--- config.mk ---
export PLATFORM = sky130hd
export DESIGN_NAME = data_sram_arbiter_flat
export DESIGN_NICKNAME = d
export VERILOG_FILES = /design/src/rtl/data_sram_arbiter_if.sv /design/src/rtl/data_sram_arbiter.sv /design/src/flat_wrapper.sv
export SDC_FILE = /design/constraint.sdc
export NUM_CORES = 1
export LEC_CHECK = 0
export ABC_AREA = 1
export BUFFER_PORTS_ARGS = -buffer_cell sky130_fd_sc_hd__buf_2
export CAP_MARGIN = 10
export CELL_PAD_IN_SITES_DETAIL_PLACEMENT = 1
export CELL_PAD_IN_SITES_GLOBAL_PLACEMENT = 1
export CORE_AREA = 2 2 120 122
export CTS_BUF_LIST = sky130_fd_sc_hd__clkbuf_2
export DETAILED_ROUTE_END_ITERATION = 16
export DIE_AREA = 0 0 122 124
export HOLD_SLACK_MARGIN = 0.06
export PLACE_DENSITY = 0.86
export RECOVER_POWER = 25
export SKIP_CTS_REPAIR_TIMING = 1
export SLEW_MARGIN = 25
export SYNTH_ARGS = -nofsm -noshare
export SYNTH_HDL_FRONTEND = slang
export SYNTH_SLANG_ARGS = --single-unit
--- constraint.sdc ---
create_clock -name clk -period 1.66 [get_ports clk]
set_clock_uncertainty 0.1 [all_clocks]
set_input_delay 0.166 -clock clk [delete_from_list [all_inputs] [get_ports clk]]
set_output_delay 0.166 -clock clk [all_outputs]
set_load 0.03 [all_outputs]
--- src/rtl/data_sram_arbiter_if.sv ---
// data_sram_arbiter_if: bundle of the two requester ports and the data SRAM pins.
//   m0_* / m1_* : req, wr, wstrb[3:0], addr[31:0], wdata[31:0] (requester -> arbiter)
//                 addr_ok, data_ok, rdata[31:0]                (arbiter -> requester)
//   data_sram_* : en, wen[3:0], addr[31:0], wdata[31:0]         (arbiter -> SRAM)
//                 rdata[31:0]                                  (SRAM -> arbiter)
// slave  : arbiter side
// master : requesters plus SRAM environment side
interface data_sram_arbiter_if;
  logic        m0_req;
  logic        m0_wr;
  logic [3:0]  m0_wstrb;
  logic [31:0] m0_addr;
  logic [31:0] m0_wdata;
  logic        m0_addr_ok;
  logic        m0_data_ok;
  logic [31:0] m0_rdata;

  logic        m1_req;
  logic        m1_wr;
  logic [3:0]  m1_wstrb;
  logic [31:0] m1_addr;
  logic [31:0] m1_wdata;
  logic        m1_addr_ok;
  logic        m1_data_ok;
  logic [31:0] m1_rdata;

  logic        data_sram_en;
  logic [3:0]  data_sram_wen;
  logic [31:0] data_sram_addr;
  logic [31:0] data_sram_wdata;
  logic [31:0] data_sram_rdata;

  modport slave (
    input  m0_req, m0_wr, m0_wstrb, m0_addr, m0_wdata,
    output m0_addr_ok, m0_data_ok, m0_rdata,
    input  m1_req, m1_wr, m1_wstrb, m1_addr, m1_wdata,
    output m1_addr_ok, m1_data_ok, m1_rdata,
    output data_sram_en, data_sram_wen, data_sram_addr, data_sram_wdata,
    input  data_sram_rdata
  );

  modport master (
    output m0_req, m0_wr, m0_wstrb, m0_addr, m0_wdata,
    input  m0_addr_ok, m0_data_ok, m0_rdata,
    output m1_req, m1_wr, m1_wstrb, m1_addr, m1_wdata,
    input  m1_addr_ok, m1_data_ok, m1_rdata,
    input  data_sram_en, data_sram_wen, data_sram_addr, data_sram_wdata,
    output data_sram_rdata
  );
endinterface

--- src/rtl/data_sram_arbiter.sv ---
// data_sram_arbiter: shares one single-port synchronous data SRAM between
// requester 0 (execute-stage load/store) and requester 1 (secondary master).
// Ports:
//   clk   : clock
//   reset : synchronous active-high reset
//   bus   : data_sram_arbiter_if.slave (m0/m1 handshakes and data_sram_* pins)
// Parameters:
//   SRAM_LAT     (1..3)  cycles from data_sram_en to valid data_sram_rdata
//   STARVE_LIMIT (1..15) lost-arbitration cycles before m1 is force-granted
// Build option:
//   DATA_SRAM_ARB_RR_EN : replaces fixed m0 priority + starvation guard with a
//                         1-bit round-robin pointer.
module data_sram_arbiter #(
  parameter int unsigned SRAM_LAT     = 1,
  parameter int unsigned STARVE_LIMIT = 4
) (
  input logic                clk,
  input logic                reset,
  data_sram_arbiter_if.slave bus
);

  logic                grant0;
  logic                grant1;
  logic [SRAM_LAT-1:0] vld_q, vld_d;
  logic [SRAM_LAT-1:0] id_q,  id_d;
  logic                resp_vld;
  logic                resp_id;

`ifdef DATA_SRAM_ARB_RR_EN
  logic rr_ptr_q, rr_ptr_d;

  always_comb begin
    grant0 = 1'b0;
    grant1 = 1'b0;
    if (!reset) begin
      if (bus.m0_req && bus.m1_req) begin
        grant1 = rr_ptr_q;
        grant0 = !rr_ptr_q;
      end else begin
        grant0 = bus.m0_req;
        grant1 = bus.m1_req;
      end
    end
  end

  // Pointer always ends up on the requester that was not granted.
  always_comb begin
    rr_ptr_d = rr_ptr_q;
    if (grant1) begin
      rr_ptr_d = 1'b0;
    end else if (grant0) begin
      rr_ptr_d = 1'b1;
    end
  end

  always_ff @(posedge clk) begin
    if (reset) begin
      rr_ptr_q <= 1'b0;
    end else begin
      rr_ptr_q <= rr_ptr_d;
    end
  end
`else
  logic [3:0] starve_cnt_q, starve_cnt_d;
  logic       starved;

  always_comb begin
    starved = bus.m1_req && (starve_cnt_q >= 4'(STARVE_LIMIT));
    grant1  = !reset && bus.m1_req && (starved || !bus.m0_req);
    grant0  = !reset && bus.m0_req && !grant1;
  end

  always_comb begin
    starve_cnt_d = starve_cnt_q;
    if (!bus.m1_req || grant1) begin
      starve_cnt_d = '0;
    end else if (grant0 && (starve_cnt_q != 4'hf)) begin
      starve_cnt_d = starve_cnt_q + 4'd1;
    end
  end

  always_ff @(posedge clk) begin
    if (reset) begin
      starve_cnt_q <= '0;
    end else begin
      starve_cnt_q <= starve_cnt_d;
    end
  end
`endif

  // SRAM drive from the granted requester, all-zero when idle.
  always_comb begin
    bus.data_sram_en    = grant0 | grant1;
    bus.data_sram_wen   = '0;
    bus.data_sram_addr  = '0;
    bus.data_sram_wdata = '0;
    if (grant0) begin
      bus.data_sram_wen   = bus.m0_wr ? bus.m0_wstrb : 4'h0;
      bus.data_sram_addr  = bus.m0_addr;
      bus.data_sram_wdata = bus.m0_wdata;
    end else if (grant1) begin
      bus.data_sram_wen   = bus.m1_wr ? bus.m1_wstrb : 4'h0;
      bus.data_sram_addr  = bus.m1_addr;
      bus.data_sram_wdata = bus.m1_wdata;
    end
  end

  // Response tracker: {valid, id} shifted in lockstep with the SRAM latency.
  if (SRAM_LAT > 1) begin : g_shift
    always_comb begin
      vld_d = {vld_q[SRAM_LAT-2:0], grant0 | grant1};
      id_d  = {id_q[SRAM_LAT-2:0], grant1};
    end
  end else begin : g_single
    always_comb begin
      vld_d = grant0 | grant1;
      id_d  = grant1;
    end
  end

  always_ff @(posedge clk) begin
    if (reset) begin
      vld_q <= '0;
      id_q  <= '0;
    end else begin
      vld_q <= vld_d;
      id_q  <= id_d;
    end
  end

  always_comb begin
    resp_vld       = vld_q[SRAM_LAT-1] && !reset;
    resp_id        = id_q[SRAM_LAT-1];
    bus.m0_addr_ok = bus.m0_req & grant0;
    bus.m1_addr_ok = bus.m1_req & grant1;
    bus.m0_data_ok = 1'b0;
    bus.m1_data_ok = 1'b0;
    bus.m0_rdata   = '0;
    bus.m1_rdata   = '0;
    if (resp_vld) begin
      if (resp_id) begin
        bus.m1_data_ok = 1'b1;
        bus.m1_rdata   = bus.data_sram_rdata;
      end else begin
        bus.m0_data_ok = 1'b1;
        bus.m0_rdata   = bus.data_sram_rdata;
      end
    end
  end

endmodule

--- src/flat_wrapper.sv ---
// flat-port wrapper written by rule: the top's interface ports become plain ports
module data_sram_arbiter_flat 
#(
  parameter int unsigned SRAM_LAT     = 1,
  parameter int unsigned STARVE_LIMIT = 4
)
  (clk, reset, bus_m0_req, bus_m0_wr, bus_m0_wstrb, bus_m0_addr, bus_m0_wdata, bus_m0_addr_ok, bus_m0_data_ok, bus_m0_rdata, bus_m1_req, bus_m1_wr, bus_m1_wstrb, bus_m1_addr, bus_m1_wdata, bus_m1_addr_ok, bus_m1_data_ok, bus_m1_rdata, bus_data_sram_en, bus_data_sram_wen, bus_data_sram_addr, bus_data_sram_wdata, bus_data_sram_rdata);
  data_sram_arbiter_if bus_i ();
  input logic clk;
  input logic reset;
  input wire logic [$bits(bus_i.m0_req)-1:0] bus_m0_req;
  input wire logic [$bits(bus_i.m0_wr)-1:0] bus_m0_wr;
  input wire logic [$bits(bus_i.m0_wstrb)-1:0] bus_m0_wstrb;
  input wire logic [$bits(bus_i.m0_addr)-1:0] bus_m0_addr;
  input wire logic [$bits(bus_i.m0_wdata)-1:0] bus_m0_wdata;
  output wire logic [$bits(bus_i.m0_addr_ok)-1:0] bus_m0_addr_ok;
  output wire logic [$bits(bus_i.m0_data_ok)-1:0] bus_m0_data_ok;
  output wire logic [$bits(bus_i.m0_rdata)-1:0] bus_m0_rdata;
  input wire logic [$bits(bus_i.m1_req)-1:0] bus_m1_req;
  input wire logic [$bits(bus_i.m1_wr)-1:0] bus_m1_wr;
  input wire logic [$bits(bus_i.m1_wstrb)-1:0] bus_m1_wstrb;
  input wire logic [$bits(bus_i.m1_addr)-1:0] bus_m1_addr;
  input wire logic [$bits(bus_i.m1_wdata)-1:0] bus_m1_wdata;
  output wire logic [$bits(bus_i.m1_addr_ok)-1:0] bus_m1_addr_ok;
  output wire logic [$bits(bus_i.m1_data_ok)-1:0] bus_m1_data_ok;
  output wire logic [$bits(bus_i.m1_rdata)-1:0] bus_m1_rdata;
  output wire logic [$bits(bus_i.data_sram_en)-1:0] bus_data_sram_en;
  output wire logic [$bits(bus_i.data_sram_wen)-1:0] bus_data_sram_wen;
  output wire logic [$bits(bus_i.data_sram_addr)-1:0] bus_data_sram_addr;
  output wire logic [$bits(bus_i.data_sram_wdata)-1:0] bus_data_sram_wdata;
  input wire logic [$bits(bus_i.data_sram_rdata)-1:0] bus_data_sram_rdata;
  assign bus_i.m0_req = bus_m0_req;
  assign bus_i.m0_wr = bus_m0_wr;
  assign bus_i.m0_wstrb = bus_m0_wstrb;
  assign bus_i.m0_addr = bus_m0_addr;
  assign bus_i.m0_wdata = bus_m0_wdata;
  assign bus_m0_addr_ok = bus_i.m0_addr_ok;
  assign bus_m0_data_ok = bus_i.m0_data_ok;
  assign bus_m0_rdata = bus_i.m0_rdata;
  assign bus_i.m1_req = bus_m1_req;
  assign bus_i.m1_wr = bus_m1_wr;
  assign bus_i.m1_wstrb = bus_m1_wstrb;
  assign bus_i.m1_addr = bus_m1_addr;
  assign bus_i.m1_wdata = bus_m1_wdata;
  assign bus_m1_addr_ok = bus_i.m1_addr_ok;
  assign bus_m1_data_ok = bus_i.m1_data_ok;
  assign bus_m1_rdata = bus_i.m1_rdata;
  assign bus_data_sram_en = bus_i.data_sram_en;
  assign bus_data_sram_wen = bus_i.data_sram_wen;
  assign bus_data_sram_addr = bus_i.data_sram_addr;
  assign bus_data_sram_wdata = bus_i.data_sram_wdata;
  assign bus_i.data_sram_rdata = bus_data_sram_rdata;
  data_sram_arbiter #(.SRAM_LAT(SRAM_LAT), .STARVE_LIMIT(STARVE_LIMIT)) u_core (.clk(clk), .reset(reset), .bus(bus_i));
endmodule
Word-level counts from Yosys, hierarchy flattened
Cells that the tools add are included.

storage, ports and cells
  logic and storage cells = 39
  register bits after elaboration = 6
  output and inout bits = 137

operators by class
  equality and inequality tests = 1
  $lt $le $gt $ge = 1
  multiplexer cells = 16
  bitwise operators = 3
  add/subtract/negate cells = 1
  reductions and logical operators = 14

operators by type and width
  kind                                                                number
  2-to-1 mux 32 bit                                                   8
  2-to-1 mux 4 bit                                                    4
  logical AND 1 bit                                                   7
  adder 4 x 1 -> 4 bit (second input constant)                        1
  greater-or-equal comparator 4 x 3 -> 1 bit (second input constant)  1
  zero test 1 bit                                                     4
  2-to-1 mux 1 bit                                                    4
  inequality test 4 bit (second input constant)                       1
  AND 1 bit                                                           2
  logical OR 1 bit                                                    2
  OR reduction 2 bit                                                  1
  OR 1 bit                                                            1

Logic depth before layout (Yosys ltp)
  depth after elaboration = 7
  gate-level depth with buffers = 9

Worst setup path after synthesis
No wires, ideal clock.

  path type = reg2out
  start = register u_core.id_q
  end = output bus_m1_rdata[0]
  slack = -0.177 ns
  cell stages (with the launch flop) = 6
  path buffers = 1
  arrival = 1.571 ns
  cell sequence = dfxtp_1 inv_1 nor2_1 inv_1 buf_2 nor2_1

between the ends
  longest elaborated chain between the ends = 2

RTL lines
  item                    line                      source
  start, declared         data_sram_arbiter.sv:25   logic [SRAM_LAT-1:0] id_q, id_d;
  start signal, assigned  data_sram_arbiter.sv:127  id_q <= id_d;
  2-to-1 mux 32 bit       data_sram_arbiter.sv:141  if (resp_id) begin
  2-to-1 mux 32 bit       data_sram_arbiter.sv:140  if (resp_vld) begin
  end, declared           flat_wrapper.sv:26        output wire logic [$bits(bus_i.m1_rdata)-1:0] bus_m1_rdata;

Every way passes these cells.

Final worst setup path
  start = register u_core.starve_cnt_q[2]
  end = output bus_data_sram_addr[19]

between the ends
  longest elaborated chain between the ends = 7
  elaborated cells on any way between the ends = 8

RTL lines
  item                                            line                     source
  start, declared                                 data_sram_arbiter.sv:64  logic [3:0] starve_cnt_q, starve_cnt_d;
  start signal, assigned                          data_sram_arbiter.sv:86  starve_cnt_q <= starve_cnt_d;
  greater-or-equal comparator 4 x 3 -> 1 bit (*)  data_sram_arbiter.sv:68  starved = bus.m1_req && (starve_cnt_q >= 4'(STARVE_LIMIT));
  logical AND 1 bit (*)                           data_sram_arbiter.sv:68
  logical OR 1 bit (*)                            data_sram_arbiter.sv:69  grant1 = !reset && bus.m1_req && (starved || !bus.m0_req);
  logical AND 1 bit (*)                           data_sram_arbiter.sv:69
  zero test 1 bit                                 data_sram_arbiter.sv:70  grant0 = !reset && bus.m0_req && !grant1;
  logical AND 1 bit                               data_sram_arbiter.sv:70
  2-to-1 mux 32 bit (*)                           data_sram_arbiter.sv:97  if (grant0) begin
  end, declared                                   flat_wrapper.sv:29       output wire logic [$bits(bus_i.data_sram_addr)-1:0] bus_data_sram_addr;

Mark *: on every way between the ends. The rest lies on a longest branch, timed or not.

==> results.json <==
{
  "run_status": "finished, violations left",
  "violations": "setup timing",
  "nNetsFinal": 847,
  "num_vias": 3388,
  "cp.arrival_ns": 1.48,
  "max_stage_delay_ns": 0.33,
  "grt_pass1_wl_mm": 13.2,
  "post-route-drc-count": 0,
  "cap_violations": 0,
  "drt_iter0_drc": 48,
  "via_per_inst": 3.99,
  "antenna_found_initial": 0,
  "hold_viol_final": 0,
  "die_height_um": 124,
  "clock_latency_ns": 0.22,
  "clockRootBuffer": "clkbuf_2",
  "gp_congestion": 0.801,
  "syn_nets": 534,
  "synth_top_area_share_pct": 48.5,
  "layout_min_cycle_time_ns": 1.75,
  "setup_viol": 65,
  "grt_max_degree": 42,
  "overflow": 0,
  "synth_top_area_cell": "nand2_1",
  "powerDensity_mw_per_mm2": 354,
  "ys_ff_latch": 6,
  "cts_buffers": 3,
  "clockBufferDepth": 2,
  "io_buffers": 310,
  "critPathLaunchType": "register",
  "crit_family": "simple AND/OR/NAND/NOR gates",
  "p_leak_nw": 2.70,
  "path_clk_slew_ns": 0.06,
  "insertedDiodeCount": 0,
  "core_area_mm2": 0.0137,
  "hold_ws_ns": 0.0707,
  "cp-end-kind": "output pin",
  "crit_buf_inv": 3,
  "period_share_pct": 105,
  "ys_top_cells_by_area": "nand2_1 48%, nor2_1 17%, inv_1 10%, dfxtp_1 7.8%, buf_6 3.7%",
  "setup_ws_ns": -0.0877,
  "clock-sinks": 6,
  "drv_slew": 0,
  "crit_slowest_cell": "dfxtp_2",
  "syn_area_per_cell_um2": 4.29,
  "n_fill_cell": 1863,
  "synth_cell_types": 18,
  "rows": 43,
  "required_ns": 1.39,
  "maxClockFrequency_mhz": 572,
  "grt_setup_unrepaired": "yes",
  "seq_area_frac_synth_pct": 7.79,
  "hold_class": "in -> reg",
  "initial_core_util_pct": 11.2,
  "drive_gt1_share_pct": 55.8,
  "crit_type": "reg -> out",
  "fp.dieArea_mm2": 0.0151,
  "wire_per_inst_um": 13.4,
  "htree_levels": 1,
  "fp.dieW_um": 122,
  "wl_mm": 11.4,
  "drt-pass1-iter-count": 4,
  "stdcell_area_mm2": 0.00407,
  "cts_tree": "built",
  "synth_warnings": 0,
  "place_hpwl_mm": 8.55,
  "place_area_mm2": 0.00333,
  "grt_pass1_vias": 2952,
  "syn_to_final_growth_pct": 164,
  "ir_drop_mv": 0.133,
  "grtUsageTotal_pct": 10.7,
  "postSynthCellCount": 359,
  "crit_path_cell_trace": "nor2_4 -> nand2_2 -> nand2_4 -> nand2_4 -> clkinv_8 -> clkbuf_16 -> nand2_1 -> nand2_1 -> buf_6",
  "pin_count": 311,
  "syn_area_mm2": 0.00154,
  "drtAntennaViolNets": 0,
  "path_max_fanout": 8
}
==> state kept, by name, indices dropped and copies added, names as in the netlist <==
name / count
u_core.starve_cnt_q: 4
u_core.vld_q: 1
u_core.id_q: 1
==> cell usage in the layout (no fill, tap or decap), drive strengths merged <==
master	n
clkbuf	16
buf	315
conb	1
o21ai	4
nand4	1
nand2	201
dfxtp	6
ha	1
a21oi	3
nor2	70
o21bai	1
clkinv	1
nand3	7
inv	43
==> metrics by stage <==
step / setup TNS (ns) / power [mW] / utilization, % / instances / setup slack [ns]
after floorplan: -10.40 / 0.685 / - / 359 / -0.177
after global placement: 0 / 1.09 / 24.3 / 840 / 0.0370
after detailed placement: 0 / 1.10 / 24.3 / 840 / 0.0168
after CTS: -11.57 / 1.21 / 24.4 / 843 / -0.242
after global routing: -9.43 / 1.54 / 29.7 / 850 / -0.203
final: -2.77 / 1.44 / 29.7 / 850 / -0.0877
==> power breakdown <==
group | internal, mW | switching [mW] | leakage, nW
combinational | 0.503 | 0.683 | 2.64
sequential | 0.149 | 0.00267 | 0.0499
clock | 0.0490 | 0.0534 | 0.0125
total | 0.701 | 0.739 | 2.70
==> worst paths after layout <==
kind	from	slack (ns)	depth (start not counted)	to
worst max-delay path	u_core.starve_cnt_q[2]$_SDFFE_PP0P_	-0.09	9	bus_data_sram_addr[19]
worst min register to register	u_core.starve_cnt_q[0]$_SDFFE_PP0P_	0.40	2	u_core.starve_cnt_q[0]$_SDFFE_PP0P_
worst max register to register	u_core.starve_cnt_q[2]$_SDFFE_PP0P_	0.45	7	u_core.starve_cnt_q[1]$_SDFFE_PP0P_
worst min-delay path	reset	0.07	2	u_core.vld_q$_SDFF_PP0_
==> layer usage <==
layer	wire length [um]	part of all wire, %	up-vias	global-route usage, %
met5	0	0	-	0
met4	93	0.82	0	1.29
met3	1040	9.1	8	2.01
met2	6150	54	185	21.6
met1	4110	36	1539	11.7
li1	-	-	1656	-
==> final cells by class <==
class                   instances  area [um2]  area share [%]
inverters                      44         180            4.43
multi-input cells             289        1280            31.4
clock buffers                   3        15.0           0.369
well taps                     180         225            5.53
flip-flops and latches          6         123            3.01
repair buffers                328        2250            55.3
==> synth_stat cells <==
cell type and count:
a21oi_1 3, buf_2 9, buf_4 2, buf_6 5, clkbuf_1 4, conb_1 1, dfxtp_1 6, ha_1 1
inv_1 42, inv_2 2, nand2_1 199, nand2_2 2, nand3_1 7, nand4_1 1, nor2_1 69, nor2_2 1
o21ai_0 4, o21bai_1 1
==> cells by family (layout without fill, tap and decap cells) <==
group	Yosys count	in the layout	share of synthesized area, %
other	1	1	0.243
and+or+nand+nor	279	279	69.2
adders and majority gates	1	1	0.812
DFF	6	6	7.79
AOI/OAI and AO/OA	8	8	2.76
buffers and inverters	64	375	19.2
Power figures use the tool's default switching activity.
